$ cat config.mk
export PLATFORM = sky130hd
export DESIGN_NAME = instr_fetch_unit
export DESIGN_NICKNAME = d
export VERILOG_FILES = /design/src/rtl/instr_fetch_unit.sv
export SDC_FILE = /design/constraint.sdc
export NUM_CORES = 1
export LEC_CHECK = 0
export ABC_AREA = 1
export BUFFER_PORTS_ARGS = -buffer_cell sky130_fd_sc_hd__buf_2
export CAP_MARGIN = 20
export CORE_MARGIN = 5
export CORE_UTILIZATION = 46
export CTS_CLUSTER_DIAMETER = 120
export DETAILED_ROUTE_END_ITERATION = 10
export PLACE_DENSITY_LB_ADDON = 0.2
export SLEW_MARGIN = 25
export SYNTH_ARGS = -nofsm -noshare
export SYNTH_HDL_FRONTEND = slang
export SYNTH_SLANG_ARGS = --single-unit
export TNS_END_PERCENT = 10
$ cat constraint.sdc
create_clock -name clk -period 1.5 [get_ports clk]
set_input_delay 0.3 -clock clk [delete_from_list [all_inputs] [get_ports clk]]
set_output_delay 0.3 -clock clk [all_outputs]
set_load 0.01 [all_outputs]
$ cat src/rtl/instr_fetch_unit.sv
// Instruction fetch stage: holds the PC, fetches words over imem req/ack and hands them to Control
// over valid/ready, honours redirects, halts on ECALL/EBREAK. Define FETCH_PERF_EN for perf counters.
module instr_fetch_unit #(
  parameter logic [31:0] RESET_PC   = 32'h0000_0000,
  parameter logic [31:0] ECALL_WORD = 32'h0000_0073,
  parameter logic [31:0] EBRK_WORD  = 32'h0010_0073
) (
  input  logic        clk,
  input  logic        rst,
  input  logic        start,
  output logic        done,
  output logic        imem_req,
  output logic [31:0] imem_addr,
  input  logic        imem_ack,
  input  logic [31:0] imem_rdata,
  output logic        instr_valid,
  output logic [31:0] instr,
  output logic [31:0] instr_pc,
  input  logic        instr_ready,
  input  logic        redirect,
  input  logic [31:0] redirect_pc,
  output logic        misalign_err
`ifdef FETCH_PERF_EN
  ,
  output logic [31:0] fetch_count,
  output logic [31:0] stall_count
`endif
);

  typedef enum logic [2:0] {IDLE, REQ, HOLD, HALT, ERR} state_t;

  state_t      state, state_nxt;
  logic [31:0] pc;
  logic        kill;
  logic [31:0] instr_q, instr_pc_q;

  logic active, redir_ok, redir_bad, take_ack, accept, halting, begin_fetch;

  assign active      = (state == REQ) || (state == HOLD);
  assign redir_ok    = active && redirect && (redirect_pc[1:0] == 2'b00);
  assign redir_bad   = active && redirect && (redirect_pc[1:0] != 2'b00);
  // A response is only kept when no redirect lands in the same cycle and it is not a stale one.
  assign take_ack    = (state == REQ) && imem_ack && !redirect && !kill;
  assign accept      = (state == HOLD) && instr_ready && !redirect;
  assign halting     = (instr_q == ECALL_WORD) || (instr_q == EBRK_WORD);
  assign begin_fetch = start && ((state == IDLE) || (state == HALT));

  always_ff @(posedge clk) begin
    if (rst) state <= IDLE;
    else     state <= state_nxt;
  end

  always_comb begin
    // NOTE: default first so every path assigns state_nxt; a missing branch would infer a latch.
    state_nxt = state;
    case (state)
      IDLE, HALT: if (start) state_nxt = REQ;
      REQ: begin
        if (redir_bad)     state_nxt = ERR;
        else if (redir_ok) state_nxt = REQ;
        else if (take_ack) state_nxt = HOLD;
      end
      HOLD: begin
        if (redir_bad)     state_nxt = ERR;
        else if (redir_ok) state_nxt = REQ;
        else if (accept)   state_nxt = halting ? HALT : REQ;
      end
      ERR:     state_nxt = ERR;
      default: state_nxt = IDLE;
    endcase
  end

  always_comb begin
    imem_req     = (state == REQ);
    instr_valid  = (state == HOLD);
    done         = (state == HALT) || (state == ERR);
    misalign_err = (state == ERR);
  end

  assign imem_addr = pc;
  assign instr     = instr_q;
  assign instr_pc  = instr_pc_q;

  always_ff @(posedge clk) begin
    // NOTE: sequential state uses non-blocking assignments so every register sees pre-edge values.
    if (rst) begin
      pc         <= RESET_PC;
      kill       <= 1'b0;
      instr_q    <= '0;
      instr_pc_q <= '0;
    end else if (begin_fetch) begin
      pc   <= RESET_PC;
      kill <= 1'b0;
    end else if (redir_ok) begin
      pc   <= redirect_pc;
      // The outstanding request still owes one ack; mark it stale unless it arrives right now.
      kill <= (state == REQ) && !imem_ack;
    end else begin
      if ((state == REQ) && imem_ack) kill <= 1'b0;
      if (take_ack) begin
        instr_q    <= imem_rdata;
        instr_pc_q <= pc;
      end
      if (accept && !halting) pc <= pc + 32'd4;
    end
  end

`ifdef FETCH_PERF_EN
  always_ff @(posedge clk) begin
    if (rst || begin_fetch) begin
      fetch_count <= '0;
      stall_count <= '0;
    end else begin
      if (accept && (fetch_count != 32'hFFFF_FFFF))
        fetch_count <= fetch_count + 32'd1;
      if ((state == REQ) && !imem_ack && (stall_count != 32'hFFFF_FFFF))
        stall_count <= stall_count + 32'd1;
    end
  end
`endif

endmodule

# Yosys cells after proc, flatten, opt, wreduce, memory -nomap -nowiden
# Index checks and enable logic that the tools add are counted.
dict set report op_classes {
  order_cmp 0
  n_mul 0
  n_eq_ne 9
  shifts 0
  reduce_logical 28
  mux 13
  add_sub_neg 1
  bitwise_logic 2
  n_div 0
}
# cell n
set op_table {}
lappend op_table {{two-way mux 32 bit} 2}
lappend op_table {{adder 32 x 3 -> 32 bit (second input constant)} 1}
lappend op_table {{equality test 32 x 21 -> 1 bit (second input constant)} 1}
lappend op_table {{equality test 32 x 7 -> 1 bit (second input constant)} 1}
lappend op_table {{two-way mux 3 bit} 7}
lappend op_table {{one-hot mux 3 bit (4 select lines)} 1}
lappend op_table {{logical AND 1 bit} 11}
lappend op_table {{inequality test 4 x 1 -> 1 bit (second input constant)} 2}
lappend op_table {{equality test 3 x 2 -> 1 bit (second input constant)} 2}
lappend op_table {{AND reduction 3 bit} 2}
lappend op_table {{nonzero test 2 bit} 3}
lappend op_table {{logical NOT 1 bit} 4}
lappend op_table {{logical OR 1 bit} 4}
lappend op_table {{OR reduction 2 bit} 2}
lappend op_table {{equality test 3 x 1 -> 1 bit (second input constant)} 1}
lappend op_table {{equality test 3 bit (second input constant)} 1}
lappend op_table {{logical NOT 3 bit} 1}
lappend op_table {{logical NOT 2 bit} 1}
lappend op_table {{two-way mux 1 bit} 2}
lappend op_table {{two-way mux 2 bit} 1}
lappend op_table {{inequality test 2 bit (second input constant)} 1}
lappend op_table {{inverter 1 bit} 2}
dict set report totals {
  ram_bits 0
  mem_bits_ro 0
  output_inout_bits 100
  inputBits 70
  register_bits 100
  word_cells 58
  latchBits 0
  mem_count 0
}

# Logic depth before layout (Yosys ltp)
# Gate-level depths: netlist of the first run.
dict set report depth {
  ltp_word 8
  depth_mapped 10
}

# Worst setup path after synthesis of the first run
# OpenSTA, ideal clock, no wires.
dict set report synth_timing {
  path_kind {register -> register}
  startpoint {register pc[2], in the netlist imem_addr[2]}
  endpoint {register pc[28], in the netlist imem_addr[28]}
  synth_period_minus_slack_ps 1621
  required_time_ps 1365
  t_arrival_ps 1486
  path_slack_ps -121
  setup_ps 135
  stages_incl_launch_ff 11
  cell_sequence {dfxtp_1 > ha_1 > nand2_1 > nor2_1 > nand2_1 > inv_1 > nand2_1 > nand2_1 > nand3_1 > nand3_2 > a21oi_2}
}
dict set report synth_via {
  elab_chain_len 3
}
# item line
set synth_rtl {}
lappend synth_rtl {{from (decl)} 33} ;# logic [31:0] pc;
lappend synth_rtl {{from (signal assigned)} 95} ;# pc <= redirect_pc;
lappend synth_rtl {{from (signal assigned)} 104} ;# if (accept && !halting) pc <= pc + 32'd4;
lappend synth_rtl {{adder 32 x 3 -> 32 bit} 104}
lappend synth_rtl {{two-way mux 32 bit} 104}
lappend synth_rtl {{two-way mux 32 bit} 94} ;# end else if (redir_ok) begin
# Every way passes these cells. The select of a mux whose other input is x is not followed.
# A chain may end at the register's enable or synchronous reset.

# Final worst setup path of the first run
dict set report layout_timing {
  startpoint {register state[1]}
  endpoint {output done}
}
dict set report layout_via {
  elab_chain_len 2
  word_cells_on_any_way 3
  cone_classes {2 x eq/ne; 1 x reduce/logical}
}
# item line
set layout_rtl {}
lappend layout_rtl {{from (decl)} 32} ;# state_t state, state_nxt;
lappend layout_rtl {{from (signal assigned)} 50} ;# else state <= state_nxt;
lappend layout_rtl {{equality test 3 x 2 -> 1 bit or equality test 3 bit (tied branches)} 76} ;# done = (state == HALT) || (state == ERR);
lappend layout_rtl {{logical OR 1 bit *} 76}
lappend layout_rtl {{to (decl)} 11} ;# output logic done,
# Mark *: on every way between the ends. The rest lies on a longest branch, timed or not.

==> impl_metrics.ini, run 1 <==
[floorplanning]
initial_core_util_pct = 46.9
core_sq_um = 10800
std_cell_rows = 38
die_w_microns = 115
die-area_sq_um = 13300
ios = 170
die_y_microns = 115

[finish]
drive_gt1_share_pct = 38.0
syn2layout_area_growth_pct = 44.1
post-route-util_pct = 67.6
final_nets = 1092
design_area_sq_um = 7320
register_area_sq_um = 2020
antenna_cells = 0
multi_input_area_sq_um = 2820
fillCellCount = 972

[cts]
cts.path.max_buffers = 2
htree_levels = 3
numCtsBuffers = 9
clk_latency_ns = 0.38
cts_tree = done
path_clk_slew_ns = 0.11
clock-sinks = 100
root_buffer = clkbuf_8

[route]
dr.first_iter.drc_count = 477
routedWlPerCell_microns = 14.6
dr.pass1.iters = 5
drc = 0
vias = 6030
wl_microns = 17000
ant_nets = 0
via_per_inst = 5.17

[synth]
seq_area_frac_synth_pct = 39.4
syn-num-nets = 840
synth_area_per_cell_sq_um = 6.61
yosysWarnings = 0
ys_types = 31
synth_top_area_share_pct = 39.4
synthCells = 769
synth-seq-cells = 100
syn_area_sq_um = 5080
ys_top_cells_by_area = dfxtp_1 39%, nand2_1 15%, nand3_1 11%, a21oi_1 7.8%, nor2_1 7.2%
synth_top_cell_by_area = dfxtp_1

[hold_path]
hold_path_class = in2reg

[worst_setup_path]
critPathLaunchType = register
required_ns = 1.20
worst_path_max_delay_cell = dfxtp_4
critPathMaxFanout = 4
cp_slowest_stage_delay_ns = 0.39
worst_setup_path_end_kind = primary output
crit_type = reg2out
worst_ep_arrival_time_ns = 1.33
path_buf_inv = 2
path_cells = a21oi_2, buf_4, a21oi_1, buf_2
crit_family = flip-flops

[place]
gp_congestion = 0.908
placed_cell_area_sq_um = 6770
hpwlAfterDp_microns = 12500
portBuffers = 169

[timing]
fin_worst_skew_ns = 0.0125
max_freq_mhz = 615
finalCriticalPeriod_ns = 1.63
report.final.slew_viol_count = 0
min_period_over_period_pct = 108
setup_viol = 67
relSlewSlack_pct = 58.1
rsz0062_at_grt = yes
layout_setup_ws_ns = -0.127
hold_ws_ns = 0.165
fin_tns_setup_ns = -2.44
finalHoldViolCount = 0
worst_slew_pin_slew_ns = 0.629

[grt]
grt-ovfl-total = 0
grt_pass1_wl_microns = 26700
gr-usage-all-layers_pct = 24.8
antenna_found_initial = 0
grt_max_degree = 58
grt_pass1_vias = 5471

[power]
irDropWorstVdd_mv = 0.714
leakagePower_nw = 3.33
p_per_area_nw_per_um2 = 1030

[job]
max_cap_viol_count = 0

[run_status]
violations = negative setup slack
status = finished, violations left
-- layout by cell type, fill, tap and decap left out, drive strengths merged, types with 2 or more instances in the layout --
cell,instances
a21oi,87
buf,279
clkbuf,14
dfxtp,100
inv,59
nand2,202
nand3,122
nand4,6
nor2,98
nor3,2
o211ai,2
o21ai,27
or2,16
xnor2,3
xor2,3
-- kinds of logic (layout without fill, tap and decap cells) --
kind of cell             Yosys count  in the layout  share of synthesized area (%)
adder cells (fa/ha/maj)            1              1                          0.246
AO/OA/AOI/OAI                    120            120                           12.9
XOR/XNOR                           6              6                           1.03
flip-flops                       100            100                           39.4
buffers and inverters             96            353                           8.20
AND/OR/NAND/NOR                  446            446                           38.2
-- Yosys cell counts --
cell type,count
ha_1,1
xnor2_1,3
nand2_1,198
a21oi_1,79
dfxtp_1,100
nand4_1,6
clkbuf_1,22
a211oi_1,1
o21ai_0,27
a31oi_1,1
nand2_2,3
nor2_2,1
nand3_1,116
a21oi_2,8
xor2_1,3
buf_12,1
or2_2,16
o21bai_4,1
nand2_4,1
nor2_1,97
a31o_2,1
buf_2,11
nor3_1,1
inv_2,2
buf_8,1
inv_1,53
buf_4,4
buf_1,2
nor3_4,1
nand3_2,6
o211ai_1,2
-- timing repair --
item	CTS	global route
setup buffers	4	4
gates resized for setup	44	47
pin swaps	5	27
hold buffers	0	0
setup endpoints to repair	34	100
gates cloned	0	3
-- registers in the layout (all words and copies together), names as in the netlist --
name       cells
imem_addr     32
kill           1
instr         32
instr_pc      32
state          3
-- area by class of cell --
class,count,share of cell area (%)
inverters,55,2.92
repair buffers,282,25.8
well taps,140,2.39
clock inverters,5,0.666
multi-input cells,573,38.5
flip-flops and latches,100,27.6
clock buffers,11,2.07
-- power breakdown --
group          leakage, nW  internal, mW  switching [mW]
Clock                0.104         0.735            1.06
Combinational         2.41          1.23            1.52
Sequential           0.814          2.84           0.151
Total                 3.33          4.81            2.73
-- stage by stage --
step           std cells  power (mW)  worst slack, ns
2_1_floorplan        769        4.29          -0.0370
3_3_place_gp        1140        5.25          -0.0679
3_5_place_dp        1140        5.26          -0.0922
4_1_cts             1160        7.24          -0.0690
5_1_grt             1166        7.94           -0.216
6_report            1166        7.54           -0.127
-- final timing paths --
path	from	end	slack, ns	cells past startpoint
max	state[1]	done	-0.13	4
min	imem_rdata[21]	instr[21]	0.16	3
max reg2reg	state[2]	imem_addr[17]	-0.08	8
min reg2reg	instr_pc[14]	instr_pc[14]	0.46	2
-- routing by layer --
layer  part of all wire, %  track usage, %  vias to the layer above
met5                     0               0                        -
met4                   2.3            6.96                        0
met3                   8.2            4.47                       33
met2                    44            38.7                      235
met1                    45            35.2                     2754
li1                      -               -                     3008
-- tightest hold or removal path, cell delays in order --
cell and delay, ns:
buf_2 0.10, nand3_2 0.06, a21oi_1 0.05
Note: power is estimated with default switching activity, not from simulation.
==> inputs of run 2 (changes only) <==
==> constraint.sdc (replaced) <==
create_clock -name clk -period 1.5 [get_ports clk]
set_input_delay 0.3 -clock clk [delete_from_list [all_inputs] [get_ports clk]]
set_output_delay 0.3 -clock clk [all_outputs]
set_load 0.02 [all_outputs]
==> impl_metrics.ini, run 2 (synthesis gave the netlist of run 1 again) <==
[hold_path]
hold_depth = 3
hold_path_class = in2reg

[worst_setup_path]
worst_setup_path_end_kind = primary output
critPathLaunchType = register
crit_type = reg2out
r2r_cells = 8
r2r_slack_ns = -0.09
worst_ep_arrival_time_ns = 1.31
critPathMaxFanout = 4
required_ns = 1.20

[timing]
finalCriticalPeriod_ns = 1.61
fin_tns_setup_ns = -1.54
finalHoldViolCount = 0
fin_worst_skew_ns = 0.0120
layout_setup_ws_ns = -0.113
rsz0062_at_grt = yes
min_period_over_period_pct = 108
relSlewSlack_pct = 58.6
report.final.slew_viol_count = 0
setup_viol = 33
max_freq_mhz = 620
worst_slew_pin_slew_ns = 0.621

[place]
gp_congestion = 0.910
portBuffers = 169
hpwlAfterDp_microns = 12500
dp_slack_ns = -0.0668
placed_cell_area_sq_um = 6740
placedCellCount = 1137

[finish]
fillCellCount = 1036
final_nets = 1085
post-route-util_pct = 66.2
antenna_cells = 0
register_area_sq_um = 2040
syn2layout_area_growth_pct = 41.2
design_area_sq_um = 7180
layout_commonest_cell = nand2_1
mostFrequentLayoutCells = 193 x nand2_1, 165 x buf_2, 113 x nand3_1
layoutNonFillerInstCount = 1159
multi_input_area_sq_um = 2800
drive_gt1_share_pct = 37.4

[grt]
grt_max_degree = 58
grt_pass1_vias = 5268
gr-max-usage-layer = met2
gr-usage-all-layers_pct = 24.3
antenna_found_initial = 0
grt_pass1_wl_microns = 26000
met1_usage_pct = 34.8
grt_use_met2_pct = 38.0
grt-ovfl-total = 0
met3_usage_pct = 4.47

[cts]
cts_tree = done
clk_latency_ns = 0.37
numCtsBuffers = 9
path_clk_slew_ns = 0.11
root_buffer = clkbuf_8
hold_buffers = 0
clock-sinks = 100
cts.path.max_buffers = 2
htree_levels = 3

[power]
p_per_area_nw_per_um2 = 1030
irDropWorstVdd_mv = 0.647
leakagePower_nw = 3.25

[floorplanning]
core_sq_um = 10800
die-area_sq_um = 13300
ios = 170
std_cell_rows = 38
initial_core_util_pct = 46.9
die_y_microns = 115
die_w_microns = 115

[route]
vias = 5898
dr.pass1.iters = 5
drc = 0
via_per_inst = 5.09
dr.first_iter.drc_count = 362
wl_microns = 16800
ant_nets = 0
routedWlPerCell_microns = 14.5

[job]
max_cap_viol_count = 0

[run_status]
violations = negative setup slack
status = finished, violations left
run 2: per-layer routing:
metal | vias to the layer above | wire (microns)
li1 | 2985 | -
met5 | - | 0
met4 | 0 | 246
met3 | 23 | 1320
met1 | 2671 | 7690
met2 | 219 | 7550
run 2: final timing paths:
kind	end	start
setup / recovery	instr_valid	state[1]
hold reg to reg	instr_pc[12]	instr_pc[12]
setup reg to reg	imem_addr[25]	state[1]
hold / removal	instr[4]	imem_rdata[4]
run 2: worst max-delay path: stages, from the launching register on:
cell and delay (ns):
dfxtp_4 0.40, inv_4 0.06, nor3_4 0.24, buf_6 0.14
buf_6 0.11
run 2: timing repair:
item | 4_1_cts | 5_1_grt
buffers inserted | 1 | 3
resized for setup | 23 | 56
pin swaps | 2 | 10
gates cloned | 0 | 2
endpoints found under the setup margin | 36 | 43
run 2: power breakdown:
group / internal (mW) / leakage, nW / total [mW] / switching [mW]
Clock: 0.679 / 0.0964 / 1.70 / 1.02
Sequential: 2.84 / 0.816 / 3.02 / 0.179
Combinational: 1.09 / 2.33 / 2.67 / 1.58
run 2: metrics by stage:
| stage | power [mW] | hold slack (ns) |
|---|---|---|
| floorplan | 4.42 | 0.453 |
| CTS | 7.22 | 0.179 |
| detailed placement | 5.40 | 0.450 |
| global route | 7.81 | 0.171 |
| finish | 7.39 | 0.191 |
| global placement | 5.38 | 0.447 |
run 2: final cells by class:
type / count / share of cell area, %
clock inverters: 6 / 0.767
multi-input cells: 573 / 39.0
flip-flops and latches: 100 / 28.4
repair buffers: 274 / 24.4
repair inverters: 1 / 0.105
clock buffers: 10 / 1.92
inverters: 55 / 3.03
well taps: 140 / 2.44
==> inputs of run 3 (changes only) <==
CORE_MARGIN = 2   (was 5)
==> impl_metrics.ini, run 3 (synthesis gave the netlist of run 1 again) <==
[route]
wl_microns = 15700
drc = 0
dr.pass1.iters = 5
vias = 5813
via_per_inst = 5.02
ant_nets = 0
routedWlPerCell_microns = 13.6
dr.first_iter.drc_count = 392

[worst_setup_path]
cp_slowest_stage_delay_ns = 0.35
worst_path_max_delay_cell = dfxtp_2
crit_type = reg2out
critPathMaxFanout = 4
required_ns = 1.20
worst_ep_arrival_time_ns = 1.31
critPathMostFrequentCell = buf_6
critPathLaunchType = register
path_buf_inv = 3
worst_setup_path_end_kind = primary output
path_cells = buf_6, nor3_4, buf_6, buf_6
crit_family = buffers and inverters

[power]
switching_share_pct = 37.2
power.total_mw = 7.26
leakagePower_nw = 3.26
pwr-share-clk_pct = 22.9
combPwrFrac_pct = 35.9
irDropWorstVdd_mv = 0.570
switching_power_mw = 2.70
p_per_area_nw_per_um2 = 1020
internal_power_mw = 4.56
sequentialPowerShare_pct = 41.1

[timing]
relSlewSlack_pct = 60.6
fin_worst_skew_ns = 0.0131
min_period_over_period_pct = 107
layout_setup_ws_ns = -0.112
report.final.slew_viol_count = 0
fin_tns_setup_ns = -1.14
max_freq_mhz = 621
setup_viol = 32
finalCriticalPeriod_ns = 1.61
worst_slew_pin_slew_ns = 0.592
rsz0062_at_grt = yes
hold_ws_ns = 0.186
finalHoldViolCount = 0

[cts]
htree_levels = 3
clk_latency_ns = 0.37
cts_tree = done
clock-sinks = 100
cts.path.max_buffers = 2
root_buffer = clkbuf_8
numCtsBuffers = 9
path_clk_slew_ns = 0.11

[grt]
grt-ovfl-total = 0
grt_max_degree = 58
grt_pass1_wl_microns = 24400
antenna_found_initial = 1
grt_pass1_vias = 5070
gr-usage-all-layers_pct = 25.9

[place]
hpwlAfterDp_microns = 11900
dp_slack_ns = -0.0828
placed_cell_area_sq_um = 6740
gp_congestion = 0.917
portBuffers = 169

[floorplanning]
ios = 170
die-area_sq_um = 11900
die_w_microns = 109
die_y_microns = 109
std_cell_rows = 38
initial_core_util_pct = 47.1
core_sq_um = 10800

[finish]
mostFrequentLayoutCells = 194 x nand2_1, 165 x buf_2, 113 x nand3_1
final_nets = 1083
drive_gt1_share_pct = 36.8
design_area_sq_um = 7120
syn2layout_area_growth_pct = 40.0
layout_commonest_cell = nand2_1

[run_status]
violations = negative setup slack
status = finished, violations left

[job]
max_cap_viol_count = 0

[hold_path]
hold_path_class = in2reg
[run 3: worst min-delay path, stage by stage]
cell     delay (ns)
buf_2          0.09
nand3_1        0.07
a21oi_1        0.06
[run 3: routing by layer]
layer | vias up | part of all wire, % | GRT usage [%]
li1 | 2987 | - | -
met4 | 0 | 1.9 | 8.79
met5 | - | 0 | 0
met1 | 2619 | 46 | 35.1
met2 | 180 | 45 | 41.9
met3 | 27 | 6.5 | 4.12
[run 3: per-stage QoR]
step	cells	utilization [%]
CTS	1153	65.0
finish	1158	65.9
detailed placement	1136	62.5
global placement	1136	62.5
floorplan	769	-
global route	1158	65.9
[run 3: power groups by stage]
stage | clock network [mW] | registers, mW | logic, mW
after floorplan | 0 | 3.20 | 1.23
after global placement | 0 | 3.02 | 2.37
after detailed placement | 0 | 3.02 | 2.37
after CTS | 1.71 | 2.97 | 2.53
after global routing | 1.82 | 3.01 | 2.85
final | 1.67 | 2.99 | 2.61
[run 3: layout make-up]
type	instances	area, sq um
diodes	1	2.50
clock buffers	9	124
clock inverters	7	55.1
repair buffers	272	1740
flip-flops and latches	100	2030
well taps	140	175
multi-input cells	574	2780
inverters	55	211
fillers	1021	3680
[run 3: path summary, 6_finish.rpt]
| kind | startpoint | endpoint | slack, ns | cells after the start |
|---|---|---|---|---|
| worst max-delay path | state[0] | instr_valid | -0.11 | 4 |
| worst min-delay path | imem_rdata[5] | instr[5] | 0.19 | 3 |
| worst max register to register | state[0] | imem_addr[2] | -0.06 | 8 |
| worst min register to register | instr_pc[20] | instr_pc[20] | 0.46 | 2 |
[run 3: timing repair]
item,in CTS,in global routing
endpoints found under the setup margin,43,41
pin swaps,2,8
buffers inserted,1,3
hold buffers,0,0
resized for setup,30,35
endpoints found under the hold margin,0,0
cloned,0,1
